`src/rtl/db15_serial_poller.sv`:
```
// Serial poller for the SNAC DB15 adapter: loads, shifts in 24 active-low bits per frame,
// and publishes two 2-frame-debounced active-high joystick words.
module db15_serial_poller #(
  parameter int unsigned CLK_DIV   = 20,
  parameter int unsigned GAP_TICKS = 1000,
  parameter int unsigned NBITS     = 24
) (
  input  logic        clk_sys,
  input  logic        reset,
  input  logic        enable,
  input  logic        JOY_DATA,
  output logic        JOY_CLK,
  output logic        JOY_LOAD,
  output logic [15:0] joystick1,
  output logic [15:0] joystick2,
  output logic        frame_strobe
);

  localparam int unsigned DivW = (CLK_DIV > 1) ? $clog2(CLK_DIV) : 1;
  localparam int unsigned GapW = (GAP_TICKS > 1) ? $clog2(GAP_TICKS) : 1;
  localparam int unsigned BitW = (NBITS > 1) ? $clog2(NBITS) : 1;

  localparam logic [2:0] StIdle    = 3'd0;
  localparam logic [2:0] StLoad    = 3'd1;
  localparam logic [2:0] StShiftLo = 3'd2;
  localparam logic [2:0] StShiftHi = 3'd3;
  localparam logic [2:0] StCommit  = 3'd4;
  localparam logic [2:0] StGap     = 3'd5;

  logic             sync_meta_q, sync_q;
  logic [DivW-1:0]  div_q, div_d;
  logic [2:0]       state_q, state_d;
  logic [BitW-1:0]  bit_q, bit_d;
  logic [GapW-1:0]  gap_q, gap_d;
  logic [NBITS-1:0] raw_q, raw_d;
  logic [NBITS-1:0] prev_q, prev_d;
  logic [11:0]      joy1_q, joy1_d;
  logic [11:0]      joy2_q, joy2_d;
  logic             strobe_q, strobe_d;
  logic             clk_q, clk_d;
  logic             load_q, load_d;
  logic             tick;

  always_comb begin
    tick = (div_q == DivW'(CLK_DIV - 1));
    // COMMIT is an extra cycle inserted between ticks, so the prescaler holds during it.
    if (state_q == StCommit) begin
      div_d = div_q;
    end else if (tick) begin
      div_d = '0;
    end else begin
      div_d = div_q + 1'b1;
    end

    state_d  = state_q;
    bit_d    = bit_q;
    gap_d    = gap_q;
    raw_d    = raw_q;
    prev_d   = prev_q;
    joy1_d   = joy1_q;
    joy2_d   = joy2_q;
    strobe_d = 1'b0;

    if (!enable) begin
      state_d = StIdle;
      bit_d   = '0;
      gap_d   = '0;
      raw_d   = '0;
      prev_d  = '0;
      joy1_d  = '0;
      joy2_d  = '0;
    end else begin
      case (state_q)
        StIdle: begin
          if (tick) state_d = StLoad;
        end
        StLoad: begin
          if (tick) begin
            state_d = StShiftLo;
            bit_d   = '0;
          end
        end
        StShiftLo: begin
          if (tick) begin
            raw_d[bit_q] = ~sync_q;
            state_d      = StShiftHi;
          end
        end
        StShiftHi: begin
          if (tick) begin
            if (bit_q == BitW'(NBITS - 1)) begin
              state_d = StCommit;
            end else begin
              bit_d   = bit_q + 1'b1;
              state_d = StShiftLo;
            end
          end
        end
        StCommit: begin
          if (raw_q == prev_q) begin
            joy1_d   = raw_q[11:0];
            joy2_d   = raw_q[23:12];
            strobe_d = 1'b1;
          end
          prev_d  = raw_q;
          gap_d   = '0;
          state_d = StGap;
        end
        StGap: begin
          if (tick) begin
            if (gap_q == GapW'(GAP_TICKS - 1)) begin
              gap_d   = '0;
              state_d = StLoad;
            end else begin
              gap_d = gap_q + 1'b1;
            end
          end
        end
        default: state_d = StIdle;
      endcase
    end

    // Lines are registered from the next state so they align exactly with state_q.
    clk_d  = (state_d != StShiftLo);
    load_d = (state_d != StLoad);
  end

  always_ff @(posedge clk_sys or posedge reset) begin
    if (reset) begin
      sync_meta_q <= 1'b1;
      sync_q      <= 1'b1;
      div_q       <= '0;
      state_q     <= StIdle;
      bit_q       <= '0;
      gap_q       <= '0;
      raw_q       <= '0;
      prev_q      <= '0;
      joy1_q      <= '0;
      joy2_q      <= '0;
      strobe_q    <= 1'b0;
      clk_q       <= 1'b1;
      load_q      <= 1'b1;
    end else begin
      sync_meta_q <= JOY_DATA;
      sync_q      <= sync_meta_q;
      div_q       <= div_d;
      state_q     <= state_d;
      bit_q       <= bit_d;
      gap_q       <= gap_d;
      raw_q       <= raw_d;
      prev_q      <= prev_d;
      joy1_q      <= joy1_d;
      joy2_q      <= joy2_d;
      strobe_q    <= strobe_d;
      clk_q       <= clk_d;
      load_q      <= load_d;
    end
  end

  assign JOY_CLK      = clk_q;
  assign JOY_LOAD     = load_q;
  assign joystick1    = {4'b0000, joy1_q};
  assign joystick2    = {4'b0000, joy2_q};
  assign frame_strobe = strobe_q;

endmodule

```
`config.mk`:
```
export PLATFORM = sky130hd
export DESIGN_NAME = db15_serial_poller
export DESIGN_NICKNAME = d
export VERILOG_FILES = /design/src/rtl/db15_serial_poller.sv
export SDC_FILE = /design/constraint.sdc
export NUM_CORES = 1
export LEC_CHECK = 0
export ABC_AREA = 1
export ABC_CLOCK_PERIOD_IN_PS = 9100
export CAP_MARGIN = 20
export CORE_UTILIZATION = 55
export CTS_CLUSTER_SIZE = 14
export DETAILED_ROUTE_END_ITERATION = 8
export PLACE_DENSITY = 0.76
export SETUP_SLACK_MARGIN = 0.2
export SYNTH_ARGS = -nofsm -noshare
export SYNTH_HDL_FRONTEND = slang
export SYNTH_SLANG_ARGS = --single-unit
```
`constraint.sdc`:
```
create_clock -name clk_sys -period 9.1 [get_ports clk_sys]
set_input_delay 2.275 -clock clk_sys [delete_from_list [all_inputs] [get_ports clk_sys]]
set_output_delay 2.275 -clock clk_sys [all_outputs]
set_load 0.1 [all_outputs]
```
==> key figures <==
Status
  – Outcome: complete, no violations

Setup path
  – CP max-delay cell: sky130_fd_sc_hd__nor2_2
  – Number of cells on the worst reg-to-reg path: 6
  – Stage delay of the slowest cell on the critical path: 0.93 ns
  – Worst reg2reg path startpoint: raw_q[5]
  – Ordered list of cells on the worst path: buf_2, buf_4, clkinv_1, nor2_2, nand2_1, o21ai_0
  – Maximum fanout encountered on the critical timing path: 77
  – Worst R2R End: frame_strobe
  – Kind of capture point of the worst setup path: register
  – Critical Path End: prev_q[21]
  – Critical path class: input pin to register
  – Critical path launch point type: input pin
  – R2R setup slack: 6.98 ns
  – Data required, critical path: 9.37 ns
  – Origin of the worst setup path: enable
  – Data arrival time of the critical path: 4.68 ns

Yosys
  – Seq cells post-synth: 100
  – Adder and majority gate portion of the synthesized area: 0.0143
  – Share of the synthesized area in the top cell type: 0.456
  – Cell type contributing the most total cell area after synthesis: sky130_fd_sc_hd__dfrtp_1
  – Simple-Gate Fraction of Synth Area: 0.307
  – Mapped Avg Cell Area: 7.66 µm²
  – Biggest area contributors in the synthesized netlist: sky130_fd_sc_hd__dfrtp_1, sky130_fd_sc_hd__nand2_1, sky130_fd_sc_hd__inv_1
  – Number of warnings printed during yosys synthesis: 0
  – Unique cell type count in the Yosys netlist: 35
  – Sequential element share of the synthesized area: 0.476
  – Complex-gate fraction of the synthesized area: 0.0708
  – Multiplexer area fraction after synthesis: 0
  – Share of the synthesized netlist area taken by xor and xnor gates: 0.0300
  – Number of instances in the synthesized netlist: 687
  – Combinational family with the most area after synthesis: simple AND/OR/NAND/NOR gates
  – Cell area after technology mapping: 5260 µm²

Global routing
  – Global-route wire length before repair: 18.8 mm
  – Global-route congestion overflow total: 0
  – Largest net degree at the start of global routing: 79
  – Number of antenna violations at the first check in global routing: 0
  – Number of global-route vias before repair: 4172
  – Overall routing resource usage: 0.238

Pwr
  – Fraction of power spent switching nets: 0.257
  – Power density over cell area: 146 nW/µm²
  – Largest voltage drop on the vdd net: 101 µV
  – Sw Pwr: 217 µW
  – Internal power: 628 µW
  – Clock power share: 0.348
  – Leakage power of the design: 3.02 nW
  – Combinational power share: 0.095
  – Register share of total power: 0.558

Timing
  – Min setup slack post-route: 4.69 ns
  – Highest achievable clock rate: 227 MHz
  – Final total negative setup slack: 0 ns
  – Post-route fraction of the period consumed by the critical path: 0.485
  – Setup repair after global routing missed its margin: no
  – Headroom to the max-slew limit: 0.285
  – Max-slew violation count: 0
  – Skew final: 0.0102 ns
  – Actual transition at the worst max-transition pin: 1.07 ns
  – Final Setup Violations: 0
  – Minimum clock period after layout: 4.41 ns
  – Number of hold-slack violations in the final timing report: 0

Layout
  – Antenna diode instance count: 0
  – Leading cell type in the layout, fill and taps excluded: sky130_fd_sc_hd__nand2_1
  – Top library cells by usage in the layout, fill and taps aside: sky130_fd_sc_hd__nand2_1, sky130_fd_sc_hd__dfrtp_1, sky130_fd_sc_hd__inv_1, sky130_fd_sc_hd__nor2_1, sky130_fd_sc_hd__o21ai_0
  – Number of fillers in the final layout: 813
  – Count of nets after finishing: 715
  – Ratio of cells with drive above 1 in the final layout: 0.0494
  – Growth of design area from synthesis to finish: 9.72%

Clock network
  – CTS buffer count: 9
  – Postcts setup bufs: 0
  – CTS tree: yes
  – Clock tree buffer depth: 2
  – Clock network latency to the later pin of the worst-skew pair: 0.36 ns
  – Clock tree root buffer cell: sky130_fd_sc_hd__clkbuf_8
  – Sink count of the clock tree: 100
  – Depth of the CTS H-tree: 3
  – Number of hold buffers added after cts: 0
  – Worst-path clk slew: 0.09 ns
  – Quantity of gates resized following cts: 0

Routing
  – Detailed-route via count: 4310
  – Count of TritonRoute iterations in the first routing pass: 5
  – Final wirelength: 10.6 mm
  – Initial drt markers: 268
  – Number of design rule violations left after detail routing: 0
  – Vias per cell: 5.14
  – Routed WL per cell: 12.6 µm
  – ANT nets after route: 0

Placed design
  – Setup slack at placement: 4.31 ns
  – Weighted congestion at the end of routability-driven global placement: 0.887
  – Half-perimeter wire length after placement: 7.31 mm
  – Count of buffers inserted at the top-level ports: 30

Floorplan
  – Full die area: 9970 µm²
  – Placeable core area: 9240 µm²
  – Total number of placement rows: 35
  – Die extent in x: 99.8 µm
  – Effective utilization at floorplan: 0.570
  – IO Pins: 39
  – Overall die height: 99.8 µm

Hold path
  – Worst min path class: register to register
  – Count of cells along the worst hold path: 0

Run
  – Maximum Capacitance Violations: 0
## cell families (layout without fill, tap and decap cells)
kind of cell,Yosys count,in the layout
AOI/OAI and AO/OA,72,72
DFF,100,100
and+or+nand+nor,370,370
adders and majority gates,6,6
other,1,8
buffers and inverters,120,135
xor gates and xnor gates,18,18
## state kept, by name (all words and copies together), names as in the netlist
register      flops
sync_q            1
bit_q             5
gap_q            10
JOY_CLK           1
joy1_q           12
sync_meta_q       1
div_q             5
JOY_LOAD          1
state_q           3
joy2_q           12
frame_strobe      1
prev_q           24
raw_q            24
## power groups by stage
stage / logic [mW] / registers (mW) / clock network [mW]
after detailed placement: 0.0811 / 0.480 / 0
final: 0.0801 / 0.471 / 0.294
after CTS: 0.0813 / 0.471 / 0.302
after global placement: 0.0784 / 0.479 / 0
after floorplan: 0.0659 / 0.481 / 0
after global routing: 0.0885 / 0.473 / 0.317
## per-stage QoR
| step | utilization | power [mW] | hold WS, ns | instance area [µm²] | std cells |
|---|---|---|---|---|---|
| CTS | 0.625 | 0.854 | 0.365 | 5780 | 838 |
| finish | 0.625 | 0.845 | 0.363 | 5780 | 838 |
| detailed placement | 0.602 | 0.561 | 0.352 | 5570 | 823 |
| global placement | 0.602 | 0.557 | 0.349 | 5570 | 823 |
| global route | 0.625 | 0.879 | 0.370 | 5780 | 838 |
| floorplan | - | 0.547 | 0.345 | 5290 | 694 |
## Yosys cell counts (all sizes together)
library cell,count
nor2,64
conb,1
o21a,1
xor2,11
clkbuf,6
nand3b,1
ha,6
nand2,219
a21oi,10
a22oi,1
nor3,5
buf,27
a31oi,2
nand4,36
dfrtp,96
clkinv,2
o22ai,2
inv,85
o31ai,1
o21ai,55
dfstp,4
nand3,45
xnor2,7
## worst min path at each step
stage / start / end / slack, ns
global placement: sync_meta_q / sync_q / 0.35
CTS: sync_meta_q / sync_q / 0.36
detailed placement: sync_meta_q / sync_q / 0.35
global route: sync_meta_q / sync_q / 0.37
floorplan: sync_meta_q / sync_q / 0.35
finish: sync_meta_q / sync_q / 0.36
## cell type report
cell class	instances	area, µm²	area share
repair buffers	33	318	0.0550
flip-flops and latches	100	2510	0.434
multi-input cells	474	2250	0.390
well taps	129	161	0.0279
inverters	87	329	0.0570
clock buffers	12	165	0.0286
clock inverters	3	45.0	0.00780
## metal layers
layer / part of all wire / wire length (µm) / GRT usage / up-vias
met5: 0 / 0 / 0 / -
met3: 0.032 / 343 / 0.0404 / 13
met4: 0.013 / 138 / 0.0701 / 0
met2: 0.48 / 5060 / 0.402 / 75
li1: - / - / - / 2199
met1: 0.48 / 5050 / 0.316 / 2023
## critical path: cells and delay by family
family	cells	cell delay, ns
buf+inv	3	1.13
simple gates	2	1.09
compound gates	1	0.13
No activity file was read; power rests on OpenSTA's default activity.
